### config.mk
export PLATFORM = sky130hd
export DESIGN_NAME = io_out_port
export DESIGN_NICKNAME = d
export VERILOG_FILES = /design/src/rtl/io_pkg.sv /design/src/rtl/io_fifo.sv /design/src/rtl/io_out_port.sv
export SDC_FILE = /design/constraint.sdc
export NUM_CORES = 1
export LEC_CHECK = 0
export BUFFER_PORTS_ARGS = -buffer_cell sky130_fd_sc_hd__buf_2
export CAP_MARGIN = 15
export CORE_MARGIN = 2
export CORE_UTILIZATION = 56
export CTS_CLUSTER_DIAMETER = 50
export DETAILED_ROUTE_END_ITERATION = 7
export PLACE_DENSITY = 0.79
export SLEW_MARGIN = 20
export SYNTH_ARGS = -nofsm -noshare
export SYNTH_HDL_FRONTEND = slang
export SYNTH_HIERARCHICAL = 1
export SYNTH_SLANG_ARGS = --single-unit
### constraint.sdc
create_clock -name clk -period 2.75 [get_ports clk]
set_clock_uncertainty 0.05 [all_clocks]
set_input_delay 0.1375 -clock clk [delete_from_list [all_inputs] [get_ports clk]]
set_output_delay 0.1375 -clock clk [all_outputs]
set_load 0.03 [all_outputs]
### src/rtl/io_pkg.sv
// Shared definitions for the cpu output-port stage: port indices, size defaults
// and the FIFO event layout {port[IO_PORT_W-1:0], data[WIDTH-1:0]}.
package io_pkg;

    localparam int IO_WIDTH  = 8;
    localparam int IO_DEPTH  = 4;
    localparam int IO_PORT_W = 2;

    typedef enum logic [IO_PORT_W-1:0] {
        PORT_D0 = 2'd0,
        PORT_D1 = 2'd1,
        PORT_D2 = 2'd2,
        PORT_D3 = 2'd3
    } io_port_e;

    // Width of one queued event: port index on top, data below.
    function automatic int ev_width(input int data_w);
        return data_w + IO_PORT_W;
    endfunction

endpackage

### src/rtl/io_fifo.sv
// Synchronous FIFO with a registered head output; an entry written into an empty
// FIFO appears at o_data one cycle later, never combinationally.
module io_fifo #(
    parameter int DEPTH = 4,
    parameter int DW    = 10
) (
    input  logic                     clk,
    input  logic                     rst_n,
    input  logic                     i_push,
    input  logic                     i_pop,
    input  logic [DW-1:0]            i_data,
    output logic [DW-1:0]            o_data,
    output logic [$clog2(DEPTH):0]   o_count,
    output logic                     o_full,
    output logic                     o_empty
);

    localparam int AW = $clog2(DEPTH);
    localparam int CW = AW + 1;

    logic [DW-1:0] r_mem [DEPTH];
    logic [AW-1:0] r_wr_ptr;
    logic [AW-1:0] r_rd_ptr;
    logic [CW-1:0] r_count;
    logic [DW-1:0] r_head;

    logic          w_push;
    logic          w_pop;
    logic [AW-1:0] w_rd_next;

    assign o_empty   = (r_count == '0);
    assign o_full    = (r_count == CW'(DEPTH));
    assign w_pop     = i_pop && !o_empty;
    // A full FIFO still takes a push when the head leaves on the same edge.
    assign w_push    = i_push && (!o_full || w_pop);
    assign w_rd_next = r_rd_ptr + AW'(1);

    // NOTE: the storage array has no reset; only pointers, count and the head
    // register need a defined value, and that keeps the array as plain RAM.
    always_ff @(posedge clk) begin
        if (w_push) begin
            r_mem[r_wr_ptr] <= i_data;
        end
    end

    // NOTE: sequential state is assigned with <= so every register samples the
    // pre-edge values, independent of statement order.
    always_ff @(posedge clk or negedge rst_n) begin
        if (!rst_n) begin
            r_wr_ptr <= '0;
            r_rd_ptr <= '0;
            r_count  <= '0;
            r_head   <= '0;
        end else begin
            if (w_push) begin
                r_wr_ptr <= r_wr_ptr + AW'(1);
            end
            if (w_pop) begin
                r_rd_ptr <= w_rd_next;
            end
            case ({w_push, w_pop})
                2'b10:   r_count <= r_count + CW'(1);
                2'b01:   r_count <= r_count - CW'(1);
                default: r_count <= r_count;
            endcase
            // The head register tracks whatever will sit at rd_ptr after this edge.
            if (w_pop) begin
                if (r_count > CW'(1)) begin
                    r_head <= r_mem[w_rd_next];
                end else if (w_push) begin
                    r_head <= i_data;
                end
            end else if (o_empty && w_push) begin
                r_head <= i_data;
            end
        end
    end

    assign o_data  = r_head;
    assign o_count = r_count;

endmodule

### src/rtl/io_out_port.sv
// Output-port stage behind the cpu: four port registers plus an event FIFO.
// Define IO_CHANGE_FILTER_EN to suppress events for writes that change nothing.
module io_out_port
    import io_pkg::*;
#(
    parameter int WIDTH = IO_WIDTH,
    parameter int DEPTH = IO_DEPTH
) (
    input  logic                   clk,
    input  logic                   reset,
    input  logic                   we,
    input  logic [IO_PORT_W-1:0]   port_sel,
    input  logic [WIDTH-1:0]       wdata,
    output logic [WIDTH-1:0]       d0_s,
    output logic [WIDTH-1:0]       d1_s,
    output logic [WIDTH-1:0]       d2_s,
    output logic [WIDTH-1:0]       d3_s,
    output logic                   ev_valid,
    output logic [IO_PORT_W-1:0]   ev_port,
    output logic [WIDTH-1:0]       ev_data,
    input  logic                   ev_ready,
    output logic [$clog2(DEPTH):0] count,
    output logic                   full,
    output logic                   overflow
);

    localparam int EW = ev_width(WIDTH);

    logic [WIDTH-1:0] r_port [4];
    logic             r_overflow;

    logic             w_event;
    logic             w_pop;
    logic             w_empty;
    logic [EW-1:0]    w_head;

    always_ff @(posedge clk or negedge reset) begin
        if (!reset) begin
            for (int i = 0; i < 4; i++) begin
                r_port[i] <= '0;
            end
        end else if (we) begin
            r_port[port_sel] <= wdata;
        end
    end

`ifdef IO_CHANGE_FILTER_EN
    logic [WIDTH-1:0] w_cur;
    assign w_cur   = r_port[port_sel];
    assign w_event = we && (wdata != w_cur);
`else
    assign w_event = we;
`endif

    assign w_pop = ev_valid && ev_ready;

    // Dropped only when full and the head is not leaving on this same edge.
    always_ff @(posedge clk or negedge reset) begin
        if (!reset) begin
            r_overflow <= 1'b0;
        end else if (w_event && full && !w_pop) begin
            r_overflow <= 1'b1;
        end
    end

    io_fifo #(
        .DEPTH (DEPTH),
        .DW    (EW)
    ) u_fifo (
        .clk     (clk),
        .rst_n   (reset),
        .i_push  (w_event),
        .i_pop   (w_pop),
        .i_data  ({port_sel, wdata}),
        .o_data  (w_head),
        .o_count (count),
        .o_full  (full),
        .o_empty (w_empty)
    );

    assign ev_valid = !w_empty;
    assign ev_port  = w_head[WIDTH +: IO_PORT_W];
    assign ev_data  = w_head[WIDTH-1:0];
    assign overflow = r_overflow;

    assign d0_s = r_port[PORT_D0];
    assign d1_s = r_port[PORT_D1];
    assign d2_s = r_port[PORT_D2];
    assign d3_s = r_port[PORT_D3];

endmodule

==> results.toml <==
[setup_path]
required_ns = 2.76
critPathKind = "reg -> reg"
rr_worst_depth = 9
critPathMaxFanout = 11
r2r_setup_slack_ns = 0.25
reg2reg_from = "u_fifo/o_count[1]"
worstSetupEndpointType = "flop"
cp.arrival_ns = 2.52
timing.rr.end = "u_fifo/r_mem[0][1]"
start_kind = "flop"

[cells_and_area]
drive_gt1_share_pct = 51.0
nNetsFinal = 313
num_antenna_cells = 0
syn2layout_area_growth_pct = 16.6

[hold_path]
min_delay_worst_endpoint = "u_fifo/r_mem[0][7]"
hp-start = "wdata[7]"
hold_path_depth = 1
hp-class = "in -> reg"

[grt]
top_usage_layer = "met2"
grt_pass1_wl_mm = 11.0
grt-ovfl-total = 0
grt_max_degree = 24
antenna_found_initial = 0
met2_usage_pct = 30.7
grt_pass1_vias = 2110
grt_use_met1_pct = 28.5
grt_usage_pct = 20.7
grtUsageMet3_pct = 5.87

[timing]
report.final.setup_viol = 0
setup_ws_ns = 0.246
max_slew_margin_pct = 54.0
max_freq_mhz = 399
min_period_over_period_pct = 91.1
tightest_slew_ns = 0.689
period_minus_slack_ns = 2.50
finalMaxSlewViolations = 0
grt_setup_unrepaired = "false"
finalSetupTns_ns = 0
hold_violations = 0

[power_and_ir_drop]
internal-power_mw = 2.87
p_sw_mw = 1.68
p_clk_share_pct = 18.5
p_sw_share_pct = 37.0
powerDensity_mw_per_mm2 = 1040
ir_drop_uv = 557
leakage_nw = 1.81
total_power_mw = 4.55
seqPwrFrac_pct = 44.0
comb_power_share_pct = 37.5

[die]
ios = 62
row_count = 29
core_sq_mm = 0.00639
start_util_pct = 58.5
die-width_microns = 85.7
die_area_sq_mm = 0.00734
dieHeight_microns = 85.7

[synth]
synth-main-ff-cell = "dfrtp_1"
synth_top_family_by_area = "multiplexers"
synth.avg_cell_area_sq_um = 17.3
synth_xor_xnor_area_share_pct = 1.17
seq_area_frac_synth_pct = 65.7
yosys.area_share.simple_pct = 4.19
synth_cell_types = 34
synth_fa_ha_area_share_pct = 2.95
ys_seq_elements = 90
synth_compound_area_share_pct = 2.85
synthArstFlopShare_pct = 55.6
synth_edf_count = 40
syn-cell-area_sq_mm = 0.00373
synth_mux_area_share_pct = 21.7
synth.yosys.warnings = 6
postSynthNetCount = 238
synthCells = 216

[clock_network]
cts_made_buffers = 9
cts_tree = "built"
clock_latency_ns = 0.36
holdBufCountCts = 1
cts_max_level = 3
cts.clk_slew.worst_paths_ns = 0.09
cts-resized-gates = 0
clock-sinks = 90
cts_setup_buffers = 0
cts-root-buf = "clkbuf_8"
clockBufferDepth = 2

[drt]
viasPerCell = 5.58
wl_per_cell_microns = 18.5
drc = 0
routed_wl_mm = 6.90
first_iter_violations = 78
antenna_left = 0
first_pass_iters = 4
num_vias = 2080

[place]
numPortBuffers = 61
gp_congestion = 0.775
hpwl_mm = 4.66
post-place-ws_ns = 0.264

[outcome]
run_status = "finished, final reports clean"

[run]
drv_cap = 0
==> power groups by stage <==
stage | Sequential [mW] | Combinational (mW) | Clock (mW)
final | 2.00 | 1.70 | 0.842
after global routing | 2.05 | 1.83 | 0.917
after CTS | 2.01 | 1.72 | 0.862
after detailed placement | 2.04 | 1.72 | 0
after global placement | 2.01 | 1.68 | 0
after floorplan | 2.32 | 0.955 | 0
==> cell usage in the layout, fill, tap and decap left out, types with 4 or more instances in the layout <==
master	count
dfrtp_1	50
buf_2	61
clkbuf_8	10
ha_1	8
nand2_1	4
mux2_2	52
and2_1	4
nand3b_1	5
edfxtp_1	40
mux4_2	10
inv_1	6
buf_4	7
xnor2_1	5
==> Yosys cell counts (all sizes together), types with 2 or more instances <==
cell	number	share of area, %
a21oi	3	0.40
and2	4	0.67
buf	4	0.67
dfrtp	50	34
edfxtp	40	32
ha	8	2.7
inv	7	0.70
mux2	52	16
mux4	10	6.0
nand2	4	0.40
nand2b	2	0.54
nand3	3	0.40
nand3b	5	1.0
nor2b	2	0.33
o21ai	5	1.1
xnor2	5	1.2
==> kinds of logic after synthesis <==
kind of cell	Yosys count
AO/OA/AOI/OAI	15
XOR/XNOR	5
adder cells (fa/ha/maj)	9
buffers and inverters	12
flip-flops	90
multiplexers	62
AND/OR/NAND/NOR	23
==> worst max path at each step <==
stage                              end  slack [ns]         startpoint  depth (start not counted)
floorplan           u_fifo/r_mem[0][0]        0.04  u_fifo/o_count[1]                          8
global placement      u_fifo/o_data[7]        0.38  u_fifo/o_count[1]                          8
detailed placement  u_fifo/r_mem[0][4]        0.26  u_fifo/o_count[1]                          9
CTS                 u_fifo/r_mem[0][2]        0.25  u_fifo/o_count[1]                          9
global route        u_fifo/r_mem[2][0]        0.04  u_fifo/o_count[1]                          9
finish              u_fifo/r_mem[0][1]        0.25  u_fifo/o_count[1]                          9
==> stage by stage <==
stage / hold WS, ns / util, % / area (sq um) / cells
floorplan: -0.208 / - / 3730 / 216
global placement: -0.00226 / 65.1 / 4160 / 356
detailed placement: -0.00332 / 65.1 / 4160 / 356
CTS: 0.00688 / 68.2 / 4360 / 373
global route: 0.0211 / 68.2 / 4360 / 373
finish: 0.0182 / 68.2 / 4360 / 373
==> critical path, stage by stage (launching register included) <==
cell	delay, ns
dfrtp_1	0.43
inv_1	0.12
ha_1	0.31
nand2b_4	0.13
inv_2	0.07
nor2b_1	0.27
buf_4	0.24
o21a_1	0.24
and2_1	0.15
buf_4	0.20
==> metal layers <==
| metal | part of all wire, % | wire (microns) | up-vias |
|---|---|---|---|
| met2 | 48 | 3290 | 68 |
| met1 | 44 | 3060 | 1042 |
| met3 | 6.0 | 412 | 11 |
| li1 | - | - | 959 |
| met5 | 0 | 0 | - |
| met4 | 2.1 | 144 | 0 |
==> sequential cells by signal, summed over array words and instances, names as in the netlist <==
register and count:
u_fifo/o_data 10, u_fifo/r_mem 40, d2_s 8, d3_s 8, u_fifo/r_wr_ptr 2, u_fifo/o_count 3
d1_s 8, u_fifo/r_rd_ptr 2, overflow 1, d0_s 8
==> layout make-up <==
| class | instances | area, sq um |
|---|---|---|
| flip-flops and latches | 90 | 2450 |
| fillers | 439 | 2030 |
| multi-input cells | 114 | 1230 |
| repair buffers | 69 | 368 |
| clock buffers | 10 | 138 |
| well taps | 77 | 96.3 |
| clock inverters | 6 | 47.5 |
| inverters | 7 | 26.3 |
Power figures use the tool's default switching activity.
